<file path="src/rtl/frac_row_feeder_if.sv">
// ---------------------------------------------------------------------------
// frac_row_feeder_if
//
// Purpose:
//   Bundles every non-clock signal between the block-fetch byte stream,
//   the row feeder and frac_search into one interface.
//
// Signals:
//   byte_in     [7:0]  serial pixel byte from the block-fetch stream
//   byte_valid         byte_in is valid this cycle
//   byte_ready         feeder accepts a byte this cycle
//   filter_pix  [63:0] filter row, pixel i in bits [8i+7:8i]
//   ref_pix     [63:0] reference row, same packing as filter_pix
//   input_ready        one-cycle strobe: a new row is on filter_pix/ref_pix
//   mvx, mvy    [2:0]  fractional motion vector from frac_search
//   mv_x_out    [2:0]  captured mvx
//   mv_y_out    [2:0]  captured mvy
//   mv_valid           one-cycle strobe: mv_x_out/mv_y_out were updated
//
// Modports:
//   slave  - the feeder's view (consumes bytes/MV, drives rows/MV results)
//   master - the surrounding environment's view
// ---------------------------------------------------------------------------
interface frac_row_feeder_if;
  logic [7:0]  byte_in;
  logic        byte_valid;
  logic        byte_ready;
  logic [63:0] filter_pix;
  logic [63:0] ref_pix;
  logic        input_ready;
  logic [2:0]  mvx;
  logic [2:0]  mvy;
  logic [2:0]  mv_x_out;
  logic [2:0]  mv_y_out;
  logic        mv_valid;

  modport slave (
    input  byte_in, byte_valid, mvx, mvy,
    output byte_ready, filter_pix, ref_pix, input_ready,
           mv_x_out, mv_y_out, mv_valid
  );

  modport master (
    output byte_in, byte_valid, mvx, mvy,
    input  byte_ready, filter_pix, ref_pix, input_ready,
           mv_x_out, mv_y_out, mv_valid
  );
endinterface

</file>
<file path="src/rtl/frac_row_feeder.sv">
// ---------------------------------------------------------------------------
// frac_row_feeder
//
// Purpose:
//   Producer side of the fractional-search row interface. Assembles a serial
//   byte stream into 64-bit filter and reference rows (16 bytes per row:
//   bytes 0..7 are filter pixels 0..7, bytes 8..15 are reference pixels
//   0..7) and presents each completed row to frac_search with a one-cycle
//   input_ready strobe. After the last row of a block it waits MV_LATENCY
//   cycles for frac_search to settle, then captures mvx/mvy into registered
//   outputs with a one-cycle mv_valid.
//
// Parameters:
//   ROWS        rows per block, 1..255
//   MV_LATENCY  cycles from the last row's input_ready to MV capture, 1..255
//
// Ports:
//   clk    rising-edge clock
//   reset  asynchronous, active-low; 0 clears all state immediately
//   bus    frac_row_feeder_if.slave (byte stream in, rows out, MV in/out)
// ---------------------------------------------------------------------------
module frac_row_feeder #(
  parameter int unsigned ROWS       = 8,
  parameter int unsigned MV_LATENCY = 4
) (
  input  logic              clk,
  input  logic              reset,
  frac_row_feeder_if.slave  bus
);

  typedef enum logic [1:0] {
    IDLE    = 2'd0,
    FILL    = 2'd1,
    WAIT_MV = 2'd2,
    CAPTURE = 2'd3
  } state_t;

  localparam logic [7:0] LAST_ROW  = 8'(ROWS - 1);
  localparam logic [7:0] WAIT_LOAD = 8'(MV_LATENCY - 1);

  state_t      state_q,       state_d;
  logic [3:0]  byte_idx_q,    byte_idx_d;
  logic [7:0]  row_idx_q,     row_idx_d;
  logic [7:0]  wait_cnt_q,    wait_cnt_d;
  logic [63:0] filter_sh_q,   filter_sh_d;
  logic [63:0] ref_sh_q,      ref_sh_d;
  logic [63:0] filter_pix_q,  filter_pix_d;
  logic [63:0] ref_pix_q,     ref_pix_d;
  logic        input_ready_q, input_ready_d;
  logic        byte_ready_q,  byte_ready_d;
  logic [2:0]  mv_x_q,        mv_x_d;
  logic [2:0]  mv_y_q,        mv_y_d;
  logic        mv_valid_q,    mv_valid_d;

  logic        xfer;
  logic        last_byte;
  logic [5:0]  lane_lsb;

  // byte_ready is registered from the next state so that it is already 0
  // while in reset and only rises on the first edge after release; it then
  // always equals "state is IDLE or FILL".
  assign xfer      = bus.byte_valid && byte_ready_q;
  assign last_byte = xfer && (byte_idx_q == 4'd15);
  assign lane_lsb  = {byte_idx_q[2:0], 3'b000};

  // Next-state logic: byte assembly into the shadow rows, row issue,
  // block sequencing and motion-vector capture.
  always_comb begin
    state_d       = state_q;
    byte_idx_d    = byte_idx_q;
    row_idx_d     = row_idx_q;
    wait_cnt_d    = wait_cnt_q;
    filter_sh_d   = filter_sh_q;
    ref_sh_d      = ref_sh_q;
    filter_pix_d  = filter_pix_q;
    ref_pix_d     = ref_pix_q;
    input_ready_d = 1'b0;
    mv_x_d        = mv_x_q;
    mv_y_d        = mv_y_q;
    mv_valid_d    = 1'b0;

    // Low half of byte_idx selects the pixel lane, bit 3 selects filter/ref.
    if (xfer) begin
      if (!byte_idx_q[3]) begin
        filter_sh_d[lane_lsb +: 8] = bus.byte_in;
      end else begin
        ref_sh_d[lane_lsb +: 8] = bus.byte_in;
      end
      byte_idx_d = byte_idx_q + 4'd1;
    end

    // Issue uses the shadow value including the byte landing this cycle, so
    // the shadow can start refilling immediately with no bubble.
    if (last_byte) begin
      filter_pix_d  = filter_sh_d;
      ref_pix_d     = ref_sh_d;
      input_ready_d = 1'b1;
    end

    case (state_q)
      IDLE: begin
        if (xfer) begin
          state_d = FILL;
        end
      end
      FILL: begin
        if (last_byte) begin
          if (row_idx_q == LAST_ROW) begin
            row_idx_d  = 8'd0;
            wait_cnt_d = WAIT_LOAD;
            state_d    = WAIT_MV;
          end else begin
            row_idx_d = row_idx_q + 8'd1;
          end
        end
      end
      WAIT_MV: begin
        if (wait_cnt_q == 8'd0) begin
          state_d = CAPTURE;
        end else begin
          wait_cnt_d = wait_cnt_q - 8'd1;
        end
      end
      CAPTURE: begin
        mv_x_d     = bus.mvx;
        mv_y_d     = bus.mvy;
        mv_valid_d = 1'b1;
        state_d    = IDLE;
      end
      default: begin
        state_d = IDLE;
      end
    endcase

    byte_ready_d = (state_d == IDLE) || (state_d == FILL);
  end

  // State register; asynchronous active-low reset discards any partial row
  // or pending wait.
  always_ff @(posedge clk or negedge reset) begin
    if (!reset) begin
      state_q       <= IDLE;
      byte_idx_q    <= 4'd0;
      row_idx_q     <= 8'd0;
      wait_cnt_q    <= 8'd0;
      filter_sh_q   <= 64'd0;
      ref_sh_q      <= 64'd0;
      filter_pix_q  <= 64'd0;
      ref_pix_q     <= 64'd0;
      input_ready_q <= 1'b0;
      byte_ready_q  <= 1'b0;
      mv_x_q        <= 3'd0;
      mv_y_q        <= 3'd0;
      mv_valid_q    <= 1'b0;
    end else begin
      state_q       <= state_d;
      byte_idx_q    <= byte_idx_d;
      row_idx_q     <= row_idx_d;
      wait_cnt_q    <= wait_cnt_d;
      filter_sh_q   <= filter_sh_d;
      ref_sh_q      <= ref_sh_d;
      filter_pix_q  <= filter_pix_d;
      ref_pix_q     <= ref_pix_d;
      input_ready_q <= input_ready_d;
      byte_ready_q  <= byte_ready_d;
      mv_x_q        <= mv_x_d;
      mv_y_q        <= mv_y_d;
      mv_valid_q    <= mv_valid_d;
    end
  end

  assign bus.byte_ready  = byte_ready_q;
  assign bus.filter_pix  = filter_pix_q;
  assign bus.ref_pix     = ref_pix_q;
  assign bus.input_ready = input_ready_q;
  assign bus.mv_x_out    = mv_x_q;
  assign bus.mv_y_out    = mv_y_q;
  assign bus.mv_valid    = mv_valid_q;

endmodule

</file>
<file path="src/flat_wrapper.sv">
// flat-port wrapper written by rule: the top's interface ports become plain ports
module frac_row_feeder_flat 
#(
  parameter int unsigned ROWS       = 8,
  parameter int unsigned MV_LATENCY = 4
)
  (clk, reset, bus_byte_in, bus_byte_valid, bus_mvx, bus_mvy, bus_byte_ready, bus_filter_pix, bus_ref_pix, bus_input_ready, bus_mv_x_out, bus_mv_y_out, bus_mv_valid);
  frac_row_feeder_if bus_i ();
  input  logic clk;
  input  logic reset;
  input wire logic [$bits(bus_i.byte_in)-1:0] bus_byte_in;
  input wire logic [$bits(bus_i.byte_valid)-1:0] bus_byte_valid;
  input wire logic [$bits(bus_i.mvx)-1:0] bus_mvx;
  input wire logic [$bits(bus_i.mvy)-1:0] bus_mvy;
  output wire logic [$bits(bus_i.byte_ready)-1:0] bus_byte_ready;
  output wire logic [$bits(bus_i.filter_pix)-1:0] bus_filter_pix;
  output wire logic [$bits(bus_i.ref_pix)-1:0] bus_ref_pix;
  output wire logic [$bits(bus_i.input_ready)-1:0] bus_input_ready;
  output wire logic [$bits(bus_i.mv_x_out)-1:0] bus_mv_x_out;
  output wire logic [$bits(bus_i.mv_y_out)-1:0] bus_mv_y_out;
  output wire logic [$bits(bus_i.mv_valid)-1:0] bus_mv_valid;
  assign bus_i.byte_in = bus_byte_in;
  assign bus_i.byte_valid = bus_byte_valid;
  assign bus_i.mvx = bus_mvx;
  assign bus_i.mvy = bus_mvy;
  assign bus_byte_ready = bus_i.byte_ready;
  assign bus_filter_pix = bus_i.filter_pix;
  assign bus_ref_pix = bus_i.ref_pix;
  assign bus_input_ready = bus_i.input_ready;
  assign bus_mv_x_out = bus_i.mv_x_out;
  assign bus_mv_y_out = bus_i.mv_y_out;
  assign bus_mv_valid = bus_i.mv_valid;
  frac_row_feeder #(.ROWS(ROWS), .MV_LATENCY(MV_LATENCY)) u_core (.clk(clk), .reset(reset), .bus(bus_i));
endmodule
</file>
<file path="config.mk">
export PLATFORM = sky130hd
export DESIGN_NAME = frac_row_feeder_flat
export DESIGN_NICKNAME = d
export VERILOG_FILES = /design/src/rtl/frac_row_feeder_if.sv /design/src/rtl/frac_row_feeder.sv /design/src/flat_wrapper.sv
export SDC_FILE = /design/constraint.sdc
export NUM_CORES = 1
export LEC_CHECK = 0
export ABC_AREA = 1
export CORE_UTILIZATION = 50
export CTS_BUF_LIST = sky130_fd_sc_hd__clkbuf_16
export CTS_CLUSTER_DIAMETER = 30
export CTS_CLUSTER_SIZE = 40
export DETAILED_ROUTE_END_ITERATION = 8
export PLACE_DENSITY = 0.76
export REMOVE_ABC_BUFFERS = 1
export SLEW_MARGIN = 20
export SYNTH_ARGS = -nofsm -noshare
export SYNTH_HDL_FRONTEND = slang
export SYNTH_SLANG_ARGS = --single-unit
</file>
<file path="constraint.sdc">
create_clock -name clk -period 2.1 [get_ports clk]
set_clock_uncertainty 0.1 [all_clocks]
set_input_delay 0.315 -clock clk [delete_from_list [all_inputs] [get_ports clk]]
set_output_delay 0.315 -clock clk [all_outputs]
set_load 0.02 [all_outputs]
</file>
==> results.json, run 1 <==
{
  "rows": 56,
  "start_kind": "register",
  "die_height_um": 157,
  "final.setup.tns_ps": 0,
  "synth_top_area_cell": "dfrtp_1",
  "dieArea_mm2": 0.0248,
  "synth_top_area_share_pct": 59.5,
  "cp-end-kind": "register",
  "ios": 154,
  "grt_pass1_wl_mm": 49.4,
  "core_area_mm2": 0.0235,
  "grt_max_degree": 114,
  "required_ps": 2410,
  "hold_viol_final": 0,
  "hp-class": "in -> async",
  "worst_pin_slew_ps": 589,
  "dpl_cell_area_mm2": 0.0144,
  "worstSetupPathType": "reg -> reg",
  "via_per_inst": 5.00,
  "regArea_mm2": 0.00718,
  "overflow": 0,
  "status": "finished, final reports clean",
  "synth_seq_cells": 287,
  "async_reset_ff_share_pct": 100,
  "place_congestion": 0.855,
  "final_common_cell": "nand2_1",
  "cts_tree": "built",
  "grt_pass1_vias": 9806,
  "grt_antenna_before_repair": 0,
  "dp_hpwl_mm": 19.0,
  "leakage_nw": 8.11,
  "hold_ws_ps": 160,
  "firstDrtPassIters": 5,
  "setup_viol": 0,
  "multi_input_area_mm2": 0.00429,
  "diodes": 0,
  "ir_drop_mv": 1.02,
  "drc": 0,
  "synth.area.top_cells": "dfrtp_1 (60%), nand2_1 (17%), nand3_1 (6.2%)",
  "cts-buffers-inserted": 48,
  "clock_sinks": 287,
  "ys.flop_type": "dfrtp_1",
  "drt-total-wl_mm": 30.4,
  "cpMaxStageDelayCell": "dfrtp_1",
  "dp_cells": 1849,
  "max-slew-margin-rel_pct": 60.8,
  "fp.dieW_um": 157,
  "fin_area_mm2": 0.0162,
  "clockBufferDepth": 3,
  "final_cell_mix": "nand2_1 (543), dfrtp_1 (287), clkdlybuf4s50_1 (152), nand3_1 (149), inv_1 (113)",
  "port_buffers": 153,
  "area_delta_synth_final_pct": 34.1,
  "seq_area_frac_synth_pct": 59.5,
  "start_util_pct": 51.2,
  "syn_area_per_cell_um2": 8.79,
  "clk_pin_slew_ps": 50,
  "cp.arrival_ps": 2370,
  "synthDistinctLibCells": 32,
  "power_density_mw_per_mm2": 1560,
  "period_share_pct": 98.0,
  "finalCriticalPeriod_ps": 2060,
  "root_buffer": "clkbuf_16",
  "first_iter_violations": 692,
  "path_common_cell": "nand3_1",
  "via_count": 9726,
  "max-cap-violations": 0,
  "layout.nets": 1610,
  "drive_gt1_share_pct": 11.7,
  "crit_chain": "inv_1 -> ha_4 -> ha_4 -> inv_2 -> nand3_1 -> nor2_4 -> buf_12 -> buf_6 -> nand3_1 -> nand3_1 -> nand2_1",
  "globalRouteTotalUtil_pct": 25.5,
  "syn_inst": 1373,
  "synth_edf_count": 0,
  "ant_nets": 0,
  "cts-htree-levels": 2,
  "instances_no_fill": 1945,
  "crit_path_max_incr_delay_ps": 390,
  "fmax_mhz": 486,
  "path_max_fanout": 6,
  "wire_per_inst_um": 15.6,
  "syn-cell-area_mm2": 0.0121,
  "yosys_warnings": 0,
  "slew_viol_final": 0,
  "clock_latency_ps": 540,
  "fillers": 1792,
  "p_total_w": 0.0252
}
area by class of cell:
cell class              count  share of cell area [%]
flip-flops and latches    287                    44.4
multi-input cells         913                    26.5
repair buffers            217                    13.7
clock buffers              49                    7.58
inverters                 119                    2.78
clock inverters            41                    2.55
well taps                 319                    2.47
metrics by stage:
stage	worst slack, ps	utilization (%)
after floorplan	-4510	-
after global placement	-68.4	61.0
after detailed placement	-80.4	61.0
after CTS	-42.6	68.2
after global routing	-41.1	68.7
final	41.9	68.7
state kept, by name, summed over array words and instances, names as in the netlist, 3 cells and up:
register	count
u_core.bus.filter_pix	64
u_core.bus.ref_pix	64
u_core.filter_sh_q	64
u_core.ref_sh_q	64
u_core.row_idx_q	8
u_core.wait_cnt_q	8
u_core.byte_idx_q	4
u_core.bus.mv_x_out	3
u_core.bus.mv_y_out	3
cells by family (layout without fill, tap and decap cells):
group	after synthesis	after routing	synth area share (%)
AND/OR/NAND/NOR	821	821	29.9
buffers and inverters	173	426	5.78
XOR/XNOR	7	7	0.508
flip-flops	287	287	59.5
adder cells (fa/ha/maj)	7	7	0.726
AO/OA/AOI/OAI	78	78	3.60
critical path, delay by kind of cell, from the launching register on:
family	cells	cell delay [ps]
buffers and inverters	4	460
AND/OR/NAND/NOR	5	620
adder cells (fa/ha/maj)	2	360
flip-flops	1	390
synthesized netlist by cell type (2+ instances only):
library cell	number
nand4_2	6
nand3_1	150
buf_4	6
o211ai_1	3
buf_2	20
and2_1	66
nor2_2	6
nand2_1	545
nand2_2	6
o21ai_0	49
o21ai_1	12
inv_1	112
ha_1	7
nor2_1	26
o21a_1	7
clkbuf_1	27
inv_2	4
nor3_1	6
xor2_1	4
dfrtp_1	287
o21ai_2	4
xnor2_1	3
nor2_4	5
clkinv_1	3
a21oi_1	2
routing by layer:
metal	wire length, um	GRT usage, %	up-vias
li1	-	-	4721
met3	1660	4.19	54
met1	13600	35.6	4681
met4	675	8.65	0
met2	14500	40.7	270
met5	0	0	-
what timing repair did:
item | in CTS | in global routing
gates resized for setup | 12 | 46
pin swaps | 2 | 2
setup endpoints to repair | 80 | 214
cloned | 0 | 1
hold buffers | 1 | 0
buffers inserted | 2 | 2
hold endpoints to repair | 287 | 0
worst paths after layout:
check / start / end / slack (ps) / cells after the start
hold reg to reg: u_core.bus.ref_pix[39] / u_core.bus.ref_pix[39] / 380 / 2
min in group clk: bus_mvx[1] / u_core.bus.mv_x_out[1] / 220 / 3
hold / removal: reset / u_core.bus.ref_pix[26] / 160 / 2
setup / recovery: u_core.byte_idx_q[1] / u_core.bus.filter_pix[6] / 40 / 11
max in group asynchronous: reset / u_core.bus.filter_pix[56] / 1090 / 3
setup reg to reg: u_core.byte_idx_q[1] / u_core.bus.filter_pix[6] / 40 / 11
power by group:
group,internal (W),leakage (nW),switching (W),total [W]
combinational,0.00382,3.82,0.00505,0.00887
sequential,0.00756,3.50,0.00101,0.00856
clock,0.00495,0.790,0.00287,0.00782
total,0.0163,8.11,0.00892,0.0252
Note: power is estimated with default switching activity, not from simulation.
==> run 2, diff against run 1 <==
- CORE_MARGIN: unset -> 3
==> run 2 against run 1 <==
  * Flip-flop and latch count did not move
  * Die area rose by 5.1%
  * Largest cell class unchanged
  * Register-to-register slack improved by 80 ps
  * First-iteration DRC count fell by 4.9%
  * Final cell count rose by 0.41%
  * Worst setup slack improved by 56 ps
==> results.json, run 2 (synthesis results as in run 1) <==
{
  "status": "finished, final reports clean",
  "clock_sinks": 287,
  "hold_viol_final": 0,
  "setup_viol": 0,
  "fin_ws_ps": 97.7,
  "power_density_mw_per_mm2": 1590,
  "final_common_cell": "nand2_1",
  "port_buffers": 153,
  "start_util_pct": 51.1,
  "fp.dieW_um": 161,
  "r2r-start": "u_core.byte_idx_q[1]",
  "dp_slack_ps": -111,
  "rsz0062_at_grt": "true",
  "path_buf_inv": 1,
  "reg2reg_depth": 9,
  "drc": 0,
  "grt_max_degree": 69,
  "leakage_nw": 8.17,
  "slew_viol_final": 0,
  "grt_pass1_vias": 9912,
  "ir_drop_mv": 0.870,
  "crit_chain": "clkdlybuf4s50_1",
  "max-slew-margin-rel_pct": 60.1,
  "worstSetupPathType": "reg -> out",
  "ios": 154,
  "globalRouteTotalUtil_pct": 24.0,
  "fillers": 1759,
  "drt-total-wl_mm": 30.7,
  "crit_path_max_incr_delay_ps": 630,
  "rows": 56,
  "wire_per_inst_um": 15.7,
  "regToRegSetupSlack_ps": 120,
  "critical-path-top-delay-family": "buffers and inverters",
  "clock_latency_ps": 540,
  "via_per_inst": 5.06,
  "start_kind": "register",
  "root_buffer": "clkbuf_16",
  "via_count": 9886,
  "area_delta_synth_final_pct": 35.9,
  "dp_hpwl_mm": 19.4,
  "cts_tree": "built",
  "ant_nets": 0,
  "cts-htree-levels": 2,
  "cp.arrival_ps": 1590,
  "hold_ws_ps": 184,
  "first_iter_violations": 658,
  "place_congestion": 0.823,
  "dieArea_mm2": 0.0260,
  "grt_pass1_wl_mm": 50.7,
  "max-cap-violations": 0,
  "clockBufferDepth": 3,
  "period_share_pct": 95.3,
  "die_height_um": 161,
  "drive_gt1_share_pct": 12.3,
  "cts-buffers-inserted": 51,
  "grt_antenna_before_repair": 0,
  "fmax_mhz": 499,
  "cp-startpoint": "u_core.bus.byte_ready",
  "clk_pin_slew_ps": 60,
  "diodes": 0,
  "worst_pin_slew_ps": 598,
  "layout.nets": 1615,
  "final_cell_mix": "nand2_1 (543), dfrtp_1 (287), clkdlybuf4s50_1 (152), nand3_1 (143), inv_1 (114)",
  "hp-class": "in -> async",
  "required_ps": 1680,
  "finalCriticalPeriod_ps": 2000,
  "cpMaxStageDelayCell": "clkdlybuf4s50_1",
  "cp-end-kind": "primary output",
  "firstDrtPassIters": 5,
  "r2r_end": "u_core.ref_sh_q[2]",
  "postCtsSetupRepairBufs": 0,
  "path_max_fanout": 3,
  "core_area_mm2": 0.0236,
  "overflow": 0
}
run 2: worst max path at each step:
| stage | to | slack [ps] | cells past startpoint |
|---|---|---|---|
| final | bus_byte_ready | 100 | 1 |
| after global routing | u_core.bus.filter_pix[30] | -6 | 10 |
| after CTS | u_core.bus.ref_pix[58] | -7 | 10 |
| after detailed placement | u_core.bus.ref_pix[27] | -110 | 8 |
| after global placement | u_core.bus.ref_pix[51] | -30 | 8 |
| after floorplan | u_core.wait_cnt_q[7] | -4510 | 9 |
run 2: metrics by stage:
step	setup TNS, ps	utilization [%]	instances	cell area, um^2	power (W)
after floorplan	-634230	-	1319	11800	0.0132
after global placement	-378	61.3	1856	14500	0.0170
after detailed placement	-1910	61.3	1856	14500	0.0173
after CTS	-17.9	69.0	1953	16300	0.0259
after global routing	-12.4	69.5	1953	16400	0.0275
final	0	69.5	1953	16400	0.0260
run 2: repair_timing:
action	CTS	global route
resized for setup	29	37
hold buffers	1	0
cloned	0	0
hold endpoints to repair	67	0
endpoints found under the setup margin	46	190
pin swaps	1	4
run 2: power by group:
part	total, W	internal [W]	leakage [nW]	switching, W
registers	0.00857	0.00756	3.50	0.00101
clock network	0.00834	0.00551	0.886	0.00282
logic	0.00913	0.00394	3.79	0.00520
run 2: cell type report:
| type | count | area (um^2) | share of cell area, % |
|---|---|---|---|
| clock buffer | 52 | 1300 | 7.93 |
| sequential | 287 | 7180 | 43.8 |
| timing repair buffer | 219 | 2250 | 13.7 |
| tap | 319 | 399 | 2.43 |
| clock inverter | 44 | 465 | 2.84 |
| multi-input combinational | 913 | 4350 | 26.5 |
| inverter | 119 | 452 | 2.75 |
run 2: per-layer routing:
metal	share of wire (%)	up-vias	GRT usage (%)	wire [um]
met4	2.6	0	8.21	811
li1	-	4754	-	-
met2	47	296	38.0	14500
met5	0	-	0	0
met3	6.0	58	4.72	1850
met1	44	4778	33.4	13500
